## config.mk

```make
export PLATFORM = sky130hd
export DESIGN_NAME = spi_controller_flat
export DESIGN_NICKNAME = d
export VERILOG_FILES = /design/src/rtl/spi_pkg.sv /design/src/rtl/spi_controller_if.sv /design/src/rtl/spi_sclk_gen.sv /design/src/rtl/spi_controller.sv /design/src/flat_wrapper.sv
export SDC_FILE = /design/constraint.sdc
export NUM_CORES = 1
export LEC_CHECK = 0
export ABC_AREA = 1
export ABC_CLOCK_PERIOD_IN_PS = 3500
export CAP_MARGIN = 10
export CORE_UTILIZATION = 41
export CTS_CLUSTER_SIZE = 24
export DETAILED_ROUTE_END_ITERATION = 7
export PLACE_DENSITY = 0.68
export SKIP_LAST_GASP = 1
export SLEW_MARGIN = 20
export SYNTH_ARGS = -nofsm -noshare
export SYNTH_HDL_FRONTEND = slang
export SYNTH_HIERARCHICAL = 1
export SYNTH_SLANG_ARGS = --single-unit
export TNS_END_PERCENT = 5
```

## constraint.sdc

```tcl
create_clock -name clk -period 3.5 [get_ports clk]
set_input_delay 0.35 -clock clk [delete_from_list [all_inputs] [get_ports clk]]
set_output_delay 0.35 -clock clk [all_outputs]
set_load 0.05 [all_outputs]
```

## src/rtl/spi_pkg.sv

```systemverilog
// Shared constants, register map and FSM state type for the SPI controller.
// The optional read path is enabled by defining SPI_CTRL_READ_EN.
package spi_pkg;

    localparam int FRAME_W = 16;
    localparam int ADDR_W  = 7;
    localparam int DATA_W  = 8;

    // spi_peripheral register map
    localparam logic [ADDR_W-1:0] REG_EN_OUT_7_0  = 7'h00;
    localparam logic [ADDR_W-1:0] REG_EN_OUT_15_8 = 7'h01;
    localparam logic [ADDR_W-1:0] REG_EN_PWM_7_0  = 7'h02;
    localparam logic [ADDR_W-1:0] REG_EN_PWM_15_8 = 7'h03;
    localparam logic [ADDR_W-1:0] REG_PWM_DUTY    = 7'h04;
    localparam logic [ADDR_W-1:0] MAX_ADDR        = 7'h04;

    typedef enum logic [2:0] {
        ST_IDLE  = 3'd0,
        ST_SETUP = 3'd1,
        ST_SHIFT = 3'd2,
        ST_HOLD  = 3'd3,
        ST_GAP   = 3'd4
    } state_e;

    // Largest of three timing parameters, used to size the phase timer.
    function automatic int max3(input int a, input int b, input int c);
        int m;
        m = a;
        if (b > m) m = b;
        if (c > m) m = c;
        return m;
    endfunction

endpackage

```

## src/rtl/spi_controller_if.sv

```systemverilog
// Request/response handshake between a requester and spi_controller.
// rsp_data exists only when SPI_CTRL_READ_EN is defined.
interface spi_controller_if;
    import spi_pkg::*;

    logic              req_valid;
    logic              req_ready;
    logic              req_write;
    logic [ADDR_W-1:0] req_addr;
    logic [DATA_W-1:0] req_data;
    logic              busy;
    logic              done;
`ifdef SPI_CTRL_READ_EN
    logic [DATA_W-1:0] rsp_data;
`endif

    modport master (
        output req_valid,
        output req_write,
        output req_addr,
        output req_data,
        input  req_ready,
        input  busy,
        input  done
`ifdef SPI_CTRL_READ_EN
        , input rsp_data
`endif
    );

    modport slave (
        input  req_valid,
        input  req_write,
        input  req_addr,
        input  req_data,
        output req_ready,
        output busy,
        output done
`ifdef SPI_CTRL_READ_EN
        , output rsp_data
`endif
    );

endinterface

```

## src/rtl/spi_sclk_gen.sv

```systemverilog
// SPI clock divider: sclk toggles every CLK_DIV clk cycles while enabled.
// rise/fall are one-cycle strobes in the last cycle before sclk changes level.
module spi_sclk_gen #(
    parameter int CLK_DIV = 4
) (
    input  logic clk,
    input  logic rst,
    input  logic en,
    output logic sclk,
    output logic rise,
    output logic fall
);

    localparam int CNT_W = (CLK_DIV > 1) ? $clog2(CLK_DIV) : 1;
    localparam logic [CNT_W-1:0] CNT_LAST = CNT_W'(CLK_DIV - 1);

    logic [CNT_W-1:0] cnt_q, cnt_d;
    logic             sclk_q, sclk_d;
    logic             wrap_s;

    // Divider next-state: reload at CLK_DIV-1 and toggle sclk; park low when disabled.
    always_comb begin
        wrap_s = en && (cnt_q == CNT_LAST);
        if (!en) begin
            cnt_d  = '0;
            sclk_d = 1'b0;
        end else if (cnt_q == CNT_LAST) begin
            cnt_d  = '0;
            sclk_d = ~sclk_q;
        end else begin
            cnt_d  = cnt_q + CNT_W'(1);
            sclk_d = sclk_q;
        end
    end

    // Divider registers.
    always_ff @(posedge clk) begin
        if (rst) begin
            cnt_q  <= '0;
            sclk_q <= 1'b0;
        end else begin
            cnt_q  <= cnt_d;
            sclk_q <= sclk_d;
        end
    end

    assign sclk = sclk_q;
    assign rise = wrap_s && !sclk_q;
    assign fall = wrap_s && sclk_q;

endmodule

```

## src/rtl/spi_controller.sv

```systemverilog
// SPI mode-0 initiator: sends {write, addr[6:0], data[7:0]} MSB-first per request.
// Define SPI_CTRL_READ_EN to add cipo capture into bus.rsp_data on read frames.
module spi_controller
    import spi_pkg::*;
#(
    parameter int CLK_DIV  = 4,
    parameter int CS_SETUP = 2,
    parameter int CS_HOLD  = 2,
    parameter int CS_IDLE  = 4
) (
    input  logic             clk,
    input  logic             rst,
    spi_controller_if.slave  bus,
    output logic             sclk,
    output logic             ncs,
    output logic             copi
`ifdef SPI_CTRL_READ_EN
    , input  logic           cipo
`endif
);

    localparam int TMR_W = $clog2(max3(CS_SETUP, CS_HOLD, CS_IDLE) + 1);
    localparam logic [TMR_W-1:0] SETUP_LD = TMR_W'(CS_SETUP - 1);
    localparam logic [TMR_W-1:0] HOLD_LD  = TMR_W'(CS_HOLD - 1);
    localparam logic [TMR_W-1:0] GAP_LD   = TMR_W'(CS_IDLE - 1);

    state_e             state_q, state_d;
    logic [TMR_W-1:0]   tmr_q, tmr_d;
    logic [4:0]         bit_cnt_q, bit_cnt_d;     // sclk rises seen this frame, 0..16
    logic [FRAME_W-2:0] shreg_q, shreg_d;         // frame bits still to be sent after copi
    logic               copi_q, copi_d;
    logic               ncs_q, ncs_d;
    logic               busy_q, busy_d;
    logic               done_q, done_d;
    logic               req_ready_q, req_ready_d;
    logic               accept_s;
    logic               rise_s, fall_s;
`ifdef SPI_CTRL_READ_EN
    logic               rd_q, rd_d;
    logic [DATA_W-1:0]  rx_q, rx_d;
    logic [DATA_W-1:0]  rsp_q, rsp_d;
`endif

    spi_sclk_gen #(.CLK_DIV(CLK_DIV)) u_sclk_gen (
        .clk  (clk),
        .rst  (rst),
        .en   (state_q == ST_SHIFT),
        .sclk (sclk),
        .rise (rise_s),
        .fall (fall_s)
    );

    // Frame sequencing and next values of all registered outputs.
    always_comb begin
        state_d   = state_q;
        tmr_d     = tmr_q;
        bit_cnt_d = bit_cnt_q;
        shreg_d   = shreg_q;
        copi_d    = copi_q;
`ifdef SPI_CTRL_READ_EN
        rd_d      = rd_q;
        rx_d      = rx_q;
        rsp_d     = rsp_q;
`endif
        accept_s  = (state_q == ST_IDLE) && bus.req_valid && req_ready_q;

        case (state_q)
            ST_IDLE: begin
                if (accept_s) begin
                    state_d   = ST_SETUP;
                    tmr_d     = SETUP_LD;
                    bit_cnt_d = 5'd0;
                    copi_d    = bus.req_write;
                    shreg_d   = {bus.req_addr, bus.req_data};
`ifdef SPI_CTRL_READ_EN
                    rd_d      = !bus.req_write;
`endif
                end else begin
                    copi_d = 1'b0;
                end
            end
            ST_SETUP: begin
                if (tmr_q == '0) begin
                    state_d = ST_SHIFT;
                end else begin
                    tmr_d = tmr_q - TMR_W'(1);
                end
            end
            ST_SHIFT: begin
                if (rise_s) begin
                    bit_cnt_d = bit_cnt_q + 5'd1;
                end else begin
                    bit_cnt_d = bit_cnt_q;
                end
`ifdef SPI_CTRL_READ_EN
                // Bits 7..0 are the 9th..16th rises; sample at the end of each high phase.
                if (fall_s && rd_q && (bit_cnt_q >= 5'd9)) begin
                    rx_d = {rx_q[DATA_W-2:0], cipo};
                end else begin
                    rx_d = rx_q;
                end
`endif
                if (fall_s) begin
                    if (bit_cnt_q == 5'd16) begin
                        state_d = ST_HOLD;
                        tmr_d   = HOLD_LD;
                        copi_d  = 1'b0;
                    end else begin
                        copi_d  = shreg_q[FRAME_W-2];
                        shreg_d = {shreg_q[FRAME_W-3:0], 1'b0};
                    end
                end else begin
                    copi_d = copi_q;
                end
            end
            ST_HOLD: begin
                if (tmr_q == '0) begin
                    state_d = ST_GAP;
                    tmr_d   = GAP_LD;
                end else begin
                    tmr_d = tmr_q - TMR_W'(1);
                end
            end
            ST_GAP: begin
                if (tmr_q == '0) begin
                    state_d = ST_IDLE;
                end else begin
                    tmr_d = tmr_q - TMR_W'(1);
                end
            end
            default: begin
                state_d = ST_IDLE;
                copi_d  = 1'b0;
            end
        endcase

        // Outputs follow the next state so every pin comes straight from a flop.
        ncs_d       = !((state_d == ST_SETUP) || (state_d == ST_SHIFT) || (state_d == ST_HOLD));
        busy_d      = (state_d != ST_IDLE);
        req_ready_d = (state_d == ST_IDLE);
        done_d      = (state_d == ST_GAP) && (tmr_d == '0);
`ifdef SPI_CTRL_READ_EN
        if (done_d && rd_q) begin
            rsp_d = rx_q;
        end else begin
            rsp_d = rsp_q;
        end
`endif
    end

    // State and output registers with synchronous reset.
    always_ff @(posedge clk) begin
        if (rst) begin
            state_q     <= ST_IDLE;
            tmr_q       <= '0;
            bit_cnt_q   <= 5'd0;
            shreg_q     <= '0;
            copi_q      <= 1'b0;
            ncs_q       <= 1'b1;
            busy_q      <= 1'b0;
            done_q      <= 1'b0;
            req_ready_q <= 1'b0;
`ifdef SPI_CTRL_READ_EN
            rd_q        <= 1'b0;
            rx_q        <= '0;
            rsp_q       <= '0;
`endif
        end else begin
            state_q     <= state_d;
            tmr_q       <= tmr_d;
            bit_cnt_q   <= bit_cnt_d;
            shreg_q     <= shreg_d;
            copi_q      <= copi_d;
            ncs_q       <= ncs_d;
            busy_q      <= busy_d;
            done_q      <= done_d;
            req_ready_q <= req_ready_d;
`ifdef SPI_CTRL_READ_EN
            rd_q        <= rd_d;
            rx_q        <= rx_d;
            rsp_q       <= rsp_d;
`endif
        end
    end

    assign ncs           = ncs_q;
    assign copi          = copi_q;
    assign bus.busy      = busy_q;
    assign bus.done      = done_q;
    assign bus.req_ready = req_ready_q;
`ifdef SPI_CTRL_READ_EN
    assign bus.rsp_data  = rsp_q;
`endif

endmodule

```

## src/flat_wrapper.sv

```systemverilog
// flat-port wrapper written by rule: the top's interface ports become plain ports
module spi_controller_flat import spi_pkg::*;
#(
    parameter int CLK_DIV  = 4,
    parameter int CS_SETUP = 2,
    parameter int CS_HOLD  = 2,
    parameter int CS_IDLE  = 4
)
  (clk, rst, sclk, ncs, copi, bus_req_valid, bus_req_write, bus_req_addr, bus_req_data, bus_req_ready, bus_busy, bus_done);
  spi_controller_if bus_i ();
  input  logic clk;
  input  logic rst;
  output logic sclk;
  output logic ncs;
  output logic copi;
  input wire logic [$bits(bus_i.req_valid)-1:0] bus_req_valid;
  input wire logic [$bits(bus_i.req_write)-1:0] bus_req_write;
  input wire logic [$bits(bus_i.req_addr)-1:0] bus_req_addr;
  input wire logic [$bits(bus_i.req_data)-1:0] bus_req_data;
  output wire logic [$bits(bus_i.req_ready)-1:0] bus_req_ready;
  output wire logic [$bits(bus_i.busy)-1:0] bus_busy;
  output wire logic [$bits(bus_i.done)-1:0] bus_done;
  assign bus_i.req_valid = bus_req_valid;
  assign bus_i.req_write = bus_req_write;
  assign bus_i.req_addr = bus_req_addr;
  assign bus_i.req_data = bus_req_data;
  assign bus_req_ready = bus_i.req_ready;
  assign bus_busy = bus_i.busy;
  assign bus_done = bus_i.done;
  spi_controller #(.CLK_DIV(CLK_DIV), .CS_SETUP(CS_SETUP), .CS_HOLD(CS_HOLD), .CS_IDLE(CS_IDLE)) u_core (.clk(clk), .rst(rst), .bus(bus_i), .sclk(sclk), .ncs(ncs), .copi(copi));
endmodule
```

* Yosys cells after proc, flatten, opt, wreduce, memory -nomap -nowiden
Index checks and enable logic that the tools add are counted.
W data, S select, Z words.
** Storage, ports and cells
- Output and inout bits :: 6
- Word-level logic and storage cells :: 78
- Register bits :: 34
- Bits of input ports :: 19
** Cells by class
- Add/subtract/negate cells :: 3
- Equality and inequality tests :: 14
- Reductions and logical operators :: 23
- Bitwise operators :: 3
- Mux-type cells :: 24
** Operators with widths (number)
- $mux W15 :: 3
- $mux W3 :: 11
- $pmux W15 S2 :: 1
- $pmux W3 S5 :: 1
- $eq A3 B2 Y1 const B :: 4
- $logic_not A3 Y1 :: 4
- $pmux W3 S4 :: 1
- $mux W5 :: 2
- $pmux W5 S2 :: 1
- $eq A3 B1 Y1 const B :: 2
- $eq A3 B3 Y1 const B :: 2
- $logic_and A1 B1 Y1 :: 6
- $ne A2 B1 Y1 const B :: 3
- $reduce_or A3 Y1 :: 2
- $add A5 B1 Y5 const B :: 1
- $eq A5 B5 Y1 const B :: 1
- $reduce_and A4 Y1 :: 1
- $reduce_or A2 Y1 :: 2
- $mux W1 :: 3
- $not A1 Y1 :: 3
- $pmux W1 S3 :: 1
- $reduce_and A3 Y1 :: 1
- $reduce_bool A3 Y1 :: 1
- $sub A3 B1 Y3 const B :: 1
- other kinds (7) :: 9

* Longest topological paths before layout
Gate-level depths: netlist of run 1.
- Depth in word-level cells :: 9
- Depth in mapped cells :: 14
- Depth with buffers taken out :: 11

* By module
Netlist of run 1, hierarchy kept.
** Modules (own cells, without submodules)
- spi_controller :: times used 1, area each 1657.8 um^2, cells each 248, sequential area each 620.6 um^2
- spi_sclk_gen :: times used 1, area each 135.1 um^2, cells each 17, sequential area each 60.1 um^2

* Least setup slack after synthesis of run 1
OpenSTA, ideal clock, no wires.
- Path type :: flip-flop to flip-flop
- Start :: register u_core.state_q[0]
- End :: register u_core.shreg_q[11]
- Arrival :: 1.624 ns
- Period minus slack after synthesis :: 1.740 ns
- Path slack :: 1.760 ns
- Path buffers :: 3
- Stages on the path, launching flop included :: 14
- Data required time :: 3.384 ns
- Setup time :: 0.116 ns
- Cell sequence :: dfxtp_1 > buf_6 > nor2_4 > inv_2 > nor2_8 > buf_4 > inv_1 > nor2_1 > inv_1 > nand2_2 > nand2_4 > buf_6 > o21ai_0 > nor2_1
** On the way
- Word-level cells in the longest chain between the ends :: 5
- Elaborated cells on any way between the ends :: 12
- Classes of those cells :: eq/ne (4); mux (1); reduce/logical (7)
** Ends and longest elaborated chain
- from (decl) :: RTL line spi_controller.sv:27 : state_e state_q, state_d;
- from (signal assigned) :: RTL line spi_controller.sv:169 : state_q <= state_d;
- $eq A3 B2 Y1 :: RTL line spi_controller.sv:47 : .en (state_q == ST_SHIFT),
- $logic_and A1 B1 Y1 :: RTL line spi_sclk_gen.sv:23 : wrap_s = en && (cnt_q == CNT_LAST);
- $logic_and A1 B1 Y1 :: RTL line spi_sclk_gen.sv:49 : assign fall = wrap_s && sclk_q;
- via u_core.fall_s :: RTL line spi_controller.sv:37 : logic rise_s, fall_s;
- $ne A2 B1 Y1 (no source line)
- $reduce_and A4 Y1 (no source line)
- to (signal assigned) :: RTL line spi_controller.sv:172 : shreg_q <= shreg_d;
- to (decl) :: RTL line spi_controller.sv:30 : logic [FRAME_W-2:0] shreg_q, shreg_d;
The timed path passes the listed nets, and every way through them passes these cells.
A chain may end at the register's enable or synchronous reset.

* Final worst setup path of run 1
- Start :: register u_core.state_q[0]
- End :: register u_core.shreg_q[6]
The elaborated chain is that of the path after synthesis.

==> results.md, run 1 <==
* Outcome: finished, final reports clean
* Cell taking the most area after synthesis: dfxtp_1
* Crit Path Max Fanout at 26
* Critical Path Source Type: flip-flop
* Die height at 68.1 microns
* Worst relative slew slack at 67.2%
* Syn Std Cell Area at 1790 sq um
* Actual slew at the worst max-slew pin at 490 ps
* WL per Instance at 10.4 microns
* Top post-synthesis cells by area: dfxtp_1, nand2_1, nor2_1, o21ai_0, nand3_1
* RSZ-0062 raised after global routing: no
* DP HPWL at 2530 microns
* Setup CP Type: flip-flop to flip-flop
* Core area at 4090 sq um
* Share of layout cells above drive strength 1 at 7.64%
* Most common cell in the netlist: nand2_1
* RePlAce Congestion at 0.784
* Ys async rst share at 0%
* Root Driver: clkbuf_8
* Row count at 23
* Highest clock rate at 491 MHz
* Vias in the first global route at 1,466
* Clock transition at path regs at 60 ps
* First-pass GRT wire length at 6110 microns
* Worst min path class: flip-flop to flip-flop
* Sink Count at 34
* Setup_tns at 0 ps
* Max stage delay on crit path at 400 ps
* Commonest cells post-synth: nand2_1, nor2_1, dfxtp_1
* Post-Synthesis Net Count at 290
* CP dominant cell by count: nor2_1
* Max-slew violation count at 0
* Die Wd at 68.1 microns
* Critical Path AT at 2250 ps
* DIE AREA at 4640 sq um
* Cts bufs inserted at 5
* All-Layer GR Usage at 17.9%
* Netlist cell types at 27
* Syn. warnings at 6
* EDFF count, synth at 0
* Peak supply drop at 0.289 mV
* Cts repair resizes at 0
* Worst setup margin at 1460 ps
* Post-Route Utilization at 51.7%
* Initial antenna violation count at 0
* PwrDens at 720 nW/um^2
* Final setup skew at 9.29 ps
* Final hold vios at 0
* Worst skew pair latency at 290 ps
* Final period demand of the worst path at 2040 ps
* Longest Clk Path Bufs at 2
* Nets at 312
* Sequential share of the synthesized area at 38.0%
* Number of synthesized register bits at 34
* CP cell instances: nor2_4 -> inv_2 -> nor2_8 -> inv_1 -> nor2_1 -> inv_1 -> nand2_2 -> nand2_4 -> inv_2 -> nor2_1 -> nor2_1
* H-tree lvl count at 2
* Slowest stage cell, crit path: dfxtp_1
* Post-CTS Hold Fix Bufs at 0
* Fin cells at 338
* Synthesized instance count at 265
* Initial Util at 43.9%
* Total grt overflow at 0
* Number of post-CTS setup repair buffers at 0
* Fill count at 438
* Critical Path RT at 3720 ps
* Drt drc at 0
* Synth top area share at 38.0%
* Pre-CTS WS at 1490 ps
* Largest net degree at the start of global routing at 27
* IO Port Bufs at 24
* Num ports at 25
* Starting DRT DRC Count at 99
* Static leakage at 0.950 nW
* Final setup violation count at 0
* First-pass DRT Iterations at 5
* Main flop type after synthesis: dfxtp_1
* Via density at 4.87
* Crit. End Element: flip-flop
* TritonCTS clock tree: done
* DP Cell Count at 330
* Average cell area after synthesis at 6.77 sq um
* Layout area overhead at 17.8%
* Max cap viols at 0
* Tot Pwr at 1.52 mW
* Final Cycle Share at 58.2%
* Total number of vias at 1,646
* WL final at 3510 microns
* Antenna Cells at 0
* Post-route ant nets at 0
-- layer usage --
layer | share of wire (%) | wire (microns) | GRT usage (%) | vias up
met5 | 0 | 0 | 0 | -
met4 | 1.6 | 57 | 9.90 | 0
met3 | 4.4 | 155 | 4.50 | 6
met2 | 45 | 1590 | 28.9 | 35
met1 | 49 | 1710 | 21.5 | 724
li1 | - | - | - | 881
-- layout make-up --
cell class | count | area, sq um | area share [%]
clock buffers | 7 | 86.3 | 4.09
clock inverters | 1 | 5.00 | 0.237
inverters | 26 | 97.6 | 4.62
multi-input cells | 196 | 940 | 44.5
flip-flops and latches | 34 | 681 | 32.2
well taps | 50 | 62.6 | 2.96
repair buffers | 24 | 240 | 11.4
-- worst max-delay path, delay by kind of cell, from the launching register on --
kind / cells / cell delay [ps]
DFF: 1 / 400
buffers and inverters: 4 / 490
and+or+nand+nor: 7 / 1070
-- registers in the layout, summed over array words and instances (netlist names), 2 cells and up --
name / count
u_core/shreg_q: 15
u_core/bit_cnt_q: 5
u_core/state_q: 3
u_core/tmr_q: 3
u_core/u_sclk_gen/cnt_q: 2
-- metrics by stage --
step           hold WS [ps]  cell area, sq um
2_1_floorplan           396              1790
3_3_place_gp            410              2020
3_5_place_dp            409              2020
4_1_cts                 419              2110
5_1_grt                 445              2110
6_report                418              2110
-- cell families (layout without fill, tap and decap cells) --
kind of cell / after synthesis / after routing / synth area share [%]
adder cells (fa/ha/maj): 6 / 6 / 4.19
XOR/XNOR: 1 / 1 / 0.489
AO/OA/AOI/OAI: 34 / 34 / 9.63
buffers and inverters: 35 / 58 / 9.63
AND/OR/NAND/NOR: 155 / 155 / 38.1
flip-flops: 34 / 34 / 38.0
-- path summary, 6_finish.rpt --
kind,startpoint,endpoint,slack [ps],cells past startpoint
max,u_core/state_q[0]$_SDFF_PP0_,u_core/shreg_q[6]$_SDFFE_PP0P_,1460,11
min,u_core/u_sclk_gen/cnt_q[0]$_SDFF_PP0_,u_core/u_sclk_gen/cnt_q[0]$_SDFF_PP0_,420,1
max reg2reg,u_core/state_q[0]$_SDFF_PP0_,u_core/shreg_q[6]$_SDFFE_PP0P_,1460,11
min reg2reg,u_core/u_sclk_gen/cnt_q[0]$_SDFF_PP0_,u_core/u_sclk_gen/cnt_q[0]$_SDFF_PP0_,420,1
-- where the power goes --
part	switching (mW)	internal, mW
sequential	0.0695	0.502
clock	0.136	0.158
combinational	0.431	0.224
-- cell usage in the layout, fill, tap and decap left out --
cell type | Yosys | routed
o21ai_0 | 19 | 19
nor3_1 | 2 | 2
clkbuf_8 | 0 | 6
nand2_1 | 80 | 80
inv_1 | 21 | 21
nor3b_1 | 1 | 1
nand4_2 | 1 | 1
and3_1 | 1 | 1
or2_2 | 1 | 1
inv_2 | 5 | 5
nand4_1 | 4 | 4
xor2_1 | 1 | 1
o21a_1 | 1 | 1
ha_1 | 6 | 6
o21ai_1 | 3 | 3
clkdlybuf4s50_1 | 0 | 24
nand3_1 | 16 | 16
clkbuf_1 | 3 | 1
nor2_8 | 1 | 1
clkinv_2 | 0 | 1
nand3_2 | 1 | 1
a21oi_1 | 11 | 11
nor2_4 | 1 | 1
dfxtp_1 | 34 | 34
nand2_2 | 3 | 3
nor2_1 | 41 | 41
nor3_2 | 1 | 1
nand2_4 | 1 | 1
Note: power is estimated with default switching activity, not from simulation.
==> inputs of run 2 (changes only) <==
--- a/config.mk
+++ b/config.mk
@@ -6,7 +6,7 @@
 export NUM_CORES = 1
 export LEC_CHECK = 0
 export ABC_AREA = 1
-export ABC_CLOCK_PERIOD_IN_PS = 3500
+export ABC_CLOCK_PERIOD_IN_PS = 2000
 export CAP_MARGIN = 10
 export CORE_UTILIZATION = 41
 export CTS_CLUSTER_SIZE = 24
==> constraint.sdc (replaced) <==
create_clock -name clk -period 2 [get_ports clk]
set_input_delay 0.2 -clock clk [delete_from_list [all_inputs] [get_ports clk]]
set_output_delay 0.2 -clock clk [all_outputs]
set_load 0.05 [all_outputs]
==> results.md, run 2 (same netlist as run 1, synthesis figures left out) <==
* WL per Instance at 10.4 microns (about the same)
* Static leakage at 0.966 nW (+1.7%)
* Die Wd at 68.1 microns (unchanged)
* Drt drc at 0 (unchanged)
* Setup CP Type: flip-flop to output port
* Top flop regs: u_core/shreg_q (15), u_core/bit_cnt_q (5)
* Commonest non-fill, non-tap cell in the layout: nand2_1
* Initial antenna violation count at 0 (unchanged)
* Initial Util at 43.9% (unchanged)
* Share of layout cells above drive strength 1 at 8.93% (+1.3 points)
* Worst min path class: flip-flop to flip-flop
* Slowest stage cell, crit path: clkdlybuf4s50_1
* Crit path from: u_core/u_sclk_gen/sclk$_SDFFE_PP0N_
* RSZ-0062 raised after global routing: no
* Cts repair resizes at 0 (unchanged)
* Layout area overhead at 18.8%
* Critical Path Source Type: flip-flop
* Critical Path AT at 1500 ps (-750 ps)
* Crit. End Element: output port
* CP cell instances: clkdlybuf4s50_1
* Sink Count at 34 (unchanged)
* Critical Path RT at 1800 ps (-1920 ps)
* Flop-to-flop setup slack at 310 ps (-1150 ps)
* First-pass DRT Iterations at 6 (+1)
* CP Depth at 1 (-10)
* Starting DRT DRC Count at 91 (-8.1%)
* Top reg by flops: u_core/shreg_q
* Post-CTS Hold Fix Bufs at 0 (unchanged)
* RR Startpoint: u_core/tmr_q[0]$_SDFF_PP0_
* Highest clock rate at 588 MHz
* Final setup violation count at 0 (unchanged)
* Post-route ant nets at 0 (unchanged)
* Setup_tns at 0 ps (unchanged)
* IO Port Bufs at 24 (unchanged)
* Crit Path Max Fanout at 4 (-85%)
* Row count at 23 (unchanged)
* PwrDens at 1240 nW/um^2 (+72%)
* Final Cycle Share at 85.0%
* WL final at 3550 microns (+0.88%)
* Cts bufs inserted at 5 (unchanged)
* Largest net degree at the start of global routing at 26 (-3.7%)
* Root Driver: clkbuf_8
* Max stage delay on crit path at 820 ps (+420 ps)
* Antenna Cells at 0 (unchanged)
* Die height at 68.1 microns (unchanged)
* DP HPWL at 2600 microns (+3.0%)
* Worst skew pair latency at 290 ps (about the same)
* RePlAce Congestion at 0.765 (-2.4%)
* Total number of vias at 1,669 (+1.4%)
* Via density at 4.89 (+0.51%)
* Peak supply drop at 0.479 mV (+66%)
* Final setup skew at 5.51 ps (-3.78 ps)
* Num ports at 25 (unchanged)
* Buffer and inverter count on the worst path at 1 (-3)
* Nets at 316 (+1.3%)
* Max reg flops at 15 (unchanged)
* RR Endpoint: u_core/bus.done$_SDFF_PP0_
* Core area at 4090 sq um (unchanged)
* Actual slew at the worst max-slew pin at 486 ps (-3.70 ps)
* All-Layer GR Usage at 17.8% (-0.097 points)
* Area of the multi-input gates at 940 sq um (unchanged)
* Longest Clk Path Bufs at 2 (unchanged)
* Final period demand of the worst path at 1700 ps
* DIE AREA at 4640 sq um (unchanged)
* Largest delay share family, worst path: buffers and inverters
* Total grt overflow at 0 (unchanged)
* Max-slew violation count at 0 (unchanged)
* First-pass GRT wire length at 6110 microns (+0.11%)
* Worst Setup EP: sclk
* Reg2Reg Depth at 9 (-2)
* Fill count at 425 (-3.0%)
* Worst relative slew slack at 67.5% (+0.25 points)
* TritonCTS clock tree: done
* Most frequent cells in the layout: nand2_1, nor2_1, dfxtp_1
* Max cap viols at 0 (unchanged)
* Clock transition at path regs at 70 ps (about the same)
* H-tree lvl count at 2 (unchanged)
* Final hold vios at 0 (unchanged)
* Vias in the first global route at 1,491 (+1.7%)
* Storage cell area at 681 sq um (unchanged)
* Outcome: finished, final reports clean
* Number of post-CTS setup repair buffers at 0 (unchanged)
* Final hold slack at 422 ps (+4.17 ps)
-- run 2: layout make-up --
cell class                      count  share of cell area [%]
Clock inverter                      2                   0.470
Clock buffer                        5                    3.23
Inverter                           26                    4.58
Sequential cell                    34                    32.0
Timing Repair Buffer               28                    12.7
Multi-Input combinational cell    196                    44.1
Tap cell                           50                    2.94
-- run 2: power by group --
part / switching, mW / internal (mW)
combinational: 0.759 / 0.406
sequential: 0.115 / 0.879
clock: 0.242 / 0.233
-- run 2: worst min path at each step --
stage                                           from                                    end  slack (ps)  cells after the start
2_1_floorplan                        bus_req_data[0]         u_core/shreg_q[0]$_SDFFE_PP0P_         360                      2
3_3_place_gp   u_core/u_sclk_gen/cnt_q[0]$_SDFF_PP0_  u_core/u_sclk_gen/cnt_q[0]$_SDFF_PP0_         410                      1
3_5_place_dp   u_core/u_sclk_gen/cnt_q[0]$_SDFF_PP0_  u_core/u_sclk_gen/cnt_q[0]$_SDFF_PP0_         410                      1
4_1_cts        u_core/u_sclk_gen/cnt_q[0]$_SDFF_PP0_  u_core/u_sclk_gen/cnt_q[0]$_SDFF_PP0_         430                      1
5_1_grt        u_core/u_sclk_gen/cnt_q[0]$_SDFF_PP0_  u_core/u_sclk_gen/cnt_q[0]$_SDFF_PP0_         460                      1
6_report       u_core/u_sclk_gen/cnt_q[0]$_SDFF_PP0_  u_core/u_sclk_gen/cnt_q[0]$_SDFF_PP0_         420                      1
-- run 2: layer usage --
metal,vias to the layer above,GRT usage [%],wire (microns)
li1,887,-,-
met1,741,20.1,1640
met2,36,31.3,1710
met3,5,4.50,131
met4,0,7.81,61
met5,-,0,0
-- run 2: metrics by stage --
stage	cell area, sq um	instances	worst slack (ps)	total power, mW	utilization [%]
after floorplan	1790	265	260	1.95	-
after global placement	2050	334	290	2.16	50.2
after detailed placement	2050	334	321	2.17	50.2
after CTS	2130	341	281	2.66	52.1
after global routing	2130	341	146	2.87	52.1
final	2130	341	300	2.63	52.1
==> inputs of run 3 (changes only) <==
--- a/config.mk
+++ b/config.mk
@@ -8,10 +8,12 @@
 export ABC_AREA = 1
 export ABC_CLOCK_PERIOD_IN_PS = 2000
 export CAP_MARGIN = 10
-export CORE_UTILIZATION = 41
+export CELL_PAD_IN_SITES_DETAIL_PLACEMENT = 1
+export CELL_PAD_IN_SITES_GLOBAL_PLACEMENT = 2
+export CORE_UTILIZATION = 29
 export CTS_CLUSTER_SIZE = 24
 export DETAILED_ROUTE_END_ITERATION = 7
-export PLACE_DENSITY = 0.68
+export PLACE_DENSITY = 0.82
 export SKIP_LAST_GASP = 1
 export SLEW_MARGIN = 20
 export SYNTH_ARGS = -nofsm -noshare
==> results.md, run 3 (same netlist as run 1, synthesis figures left out) <==
* RR Startpoint: u_core/tmr_q[0]$_SDFF_PP0_
* Post-CTS Hold Fix Bufs at 0 (unchanged)
* Top flop regs: u_core/shreg_q (15), u_core/bit_cnt_q (5)
* Final period demand of the worst path at 1800 ps (+99.2 ps)
* Max reg flops at 15 (unchanged)
* RePlAce Congestion at 0.695 (-9.3%)
* Worst relative slew slack at 62.1% (-5.4 points)
* Cts repair resizes at 0 (unchanged)
* Highest clock rate at 556 MHz (-5.5%)
* Drt drc at 0 (unchanged)
* RSZ-0062 raised after global routing: no
* Peak supply drop at 0.556 mV (+16%)
* Largest net degree at the start of global routing at 26 (unchanged)
* Final setup skew at 3.23 ps (-2.28 ps)
* Slowest stage cell, crit path: dfxtp_1
* Most frequent cells in the layout: nand2_1, nor2_1, dfxtp_1
* Final hold vios at 0 (unchanged)
* Setup CP Type: flip-flop to flip-flop
* Post-route ant nets at 0 (unchanged)
* Actual slew at the worst max-slew pin at 568 ps (+81.6 ps)
* DP HPWL at 3220 microns (+24%)
* CP cell instances: inv_1 -> ha_1 -> nand2_1 -> ha_1 -> o21ai_0 -> nor2_1 -> nor2_1 -> nand3_1 -> nor3_1
* Crit. End Element: flip-flop
* Critical Path RT at 2200 ps (+400 ps)
* Top reg by flops: u_core/shreg_q
* Nets at 316 (unchanged)
* Sink Count at 34 (unchanged)
* Initial Util at 30.1% (-14 points)
* Num ports at 25 (unchanged)
* Max-slew violation count at 0 (unchanged)
* Outcome: finished, final reports clean
* Starting DRT DRC Count at 29 (-68%)
* Core area at 5960 sq um (+46%)
* Crit Path Max Fanout at 6 (+2)
* DIE AREA at 6500 sq um (+40%)
* First-pass DRT Iterations at 4 (-2)
* WL final at 4410 microns (+24%)
* Largest delay share family, worst path: simple AND/OR/NAND/NOR gates
* Total grt overflow at 0 (unchanged)
* Crit path from: u_core/tmr_q[0]$_SDFF_PP0_
* Final setup violation count at 0 (unchanged)
* Vias in the first global route at 1,675 (+12%)
* Initial antenna violation count at 0 (unchanged)
* Buffer and inverter count on the worst path at 1 (unchanged)
* Worst skew pair latency at 280 ps (about the same)
* DP Cell Count at 359 (+7.5%)
* TritonCTS clock tree: done
* Row count at 28 (+22%)
* Share of layout cells above drive strength 1 at 8.25% (-0.69 points)
* Worst min path class: flip-flop to flip-flop
* Max stage delay on crit path at 310 ps (-510 ps)
* Die Wd at 80.6 microns (+18%)
* Static leakage at 0.961 nW (-0.56%)
* Max cap viols at 0 (unchanged)
* Setup_tns at 0 ps (unchanged)
* Worst Min Path Start: u_core/u_sclk_gen/cnt_q[0]$_SDFF_PP0_
* Commonest non-fill, non-tap cell in the layout: nand2_1
* Antenna Cells at 0 (unchanged)
* Critical Path Source Type: flip-flop
* Fill count at 787 (+85%)
* Clock transition at path regs at 60 ps (about the same)
* Critical Path AT at 2000 ps (+500 ps)
* Die height at 80.6 microns (+18%)
* First-pass GRT wire length at 7530 microns (+23%)
* All-Layer GR Usage at 15.4% (-2.4 points)
* Via density at 4.62 (-5.5%)
* Final Cycle Share at 90.0% (+5.0 points)
* Number of post-CTS setup repair buffers at 0 (unchanged)
* PwrDens at 1240 nW/um^2 (+0.57%)
* Root Driver: clkbuf_8
* Cts bufs inserted at 5 (unchanged)
* WL per Instance at 12.0 microns (+16%)
* Total number of vias at 1,692 (+1.4%)
* Longest Clk Path Bufs at 2 (unchanged)
* IO Port Bufs at 24 (unchanged)
* H-tree lvl count at 2 (unchanged)
* Fin cells at 366 (+7.3%)
* Layout area overhead at 20.4%
## run 3: cell types whose count changed in the layout (fill, tap and decap cells not counted)
cell      previous run  this run
clkinv_2             2         0
clkbuf_1             0         2
## run 3: cell type report
| cell class | instances | area, sq um | share of cell area (%) |
|---|---|---|---|
| repair buffers | 28 | 270 | 12.5 |
| flip-flops and latches | 34 | 681 | 31.5 |
| clock buffers | 7 | 76.3 | 3.54 |
| well taps | 75 | 93.8 | 4.35 |
| inverters | 26 | 97.6 | 4.52 |
| multi-input cells | 196 | 940 | 43.5 |
## run 3: path summary, 6_finish.rpt
check | cells after the start | endpoint | slack, ps
min | 1 | u_core/u_sclk_gen/cnt_q[0]$_SDFF_PP0_ | 420
max | 9 | u_core/bus.done$_SDFF_PP0_ | 200
max reg2reg | 9 | u_core/bus.done$_SDFF_PP0_ | 200
min reg2reg | 1 | u_core/u_sclk_gen/cnt_q[0]$_SDFF_PP0_ | 420
## run 3: per-stage QoR
stage	power (mW)	utilization, %	hold slack [ps]	area [sq um]	worst slack [ps]
2_1_floorplan	1.95	-	364	1790	260
3_3_place_gp	2.21	35.0	409	2080	243
3_5_place_dp	2.24	35.0	416	2080	181
4_1_cts	2.73	36.2	428	2160	161
5_1_grt	2.93	36.2	441	2160	31.8
6_report	2.69	36.2	423	2160	200
## run 3: where the power goes
part | internal (mW) | total, mW | switching (mW) | leakage [nW]
logic | 0.408 | 1.21 | 0.805 | 0.645
clock network | 0.240 | 0.477 | 0.237 | 0.0383
registers | 0.879 | 0.996 | 0.117 | 0.278
## run 3: metal layers
metal  share of wire [%]  vias to the layer above  wire length [microns]  track usage, %
met5                   0                        -                      0               0
met4                 1.5                        0                     68            5.36
met3                 2.3                        5                    102            3.75
met2                  48                       20                   2100            26.4
met1                  49                      781                   2140            18.6
li1                    -                      886                      -               -
## run 3: worst reg2reg max path: stages, from the launching register on
cell     delay [ps]
dfxtp_1         310
inv_1           160
ha_1            220
nand2_1         160
ha_1            320
o21ai_0         100
nor2_1           80
nor2_1           90
nand3_1         100
nor3_1          190
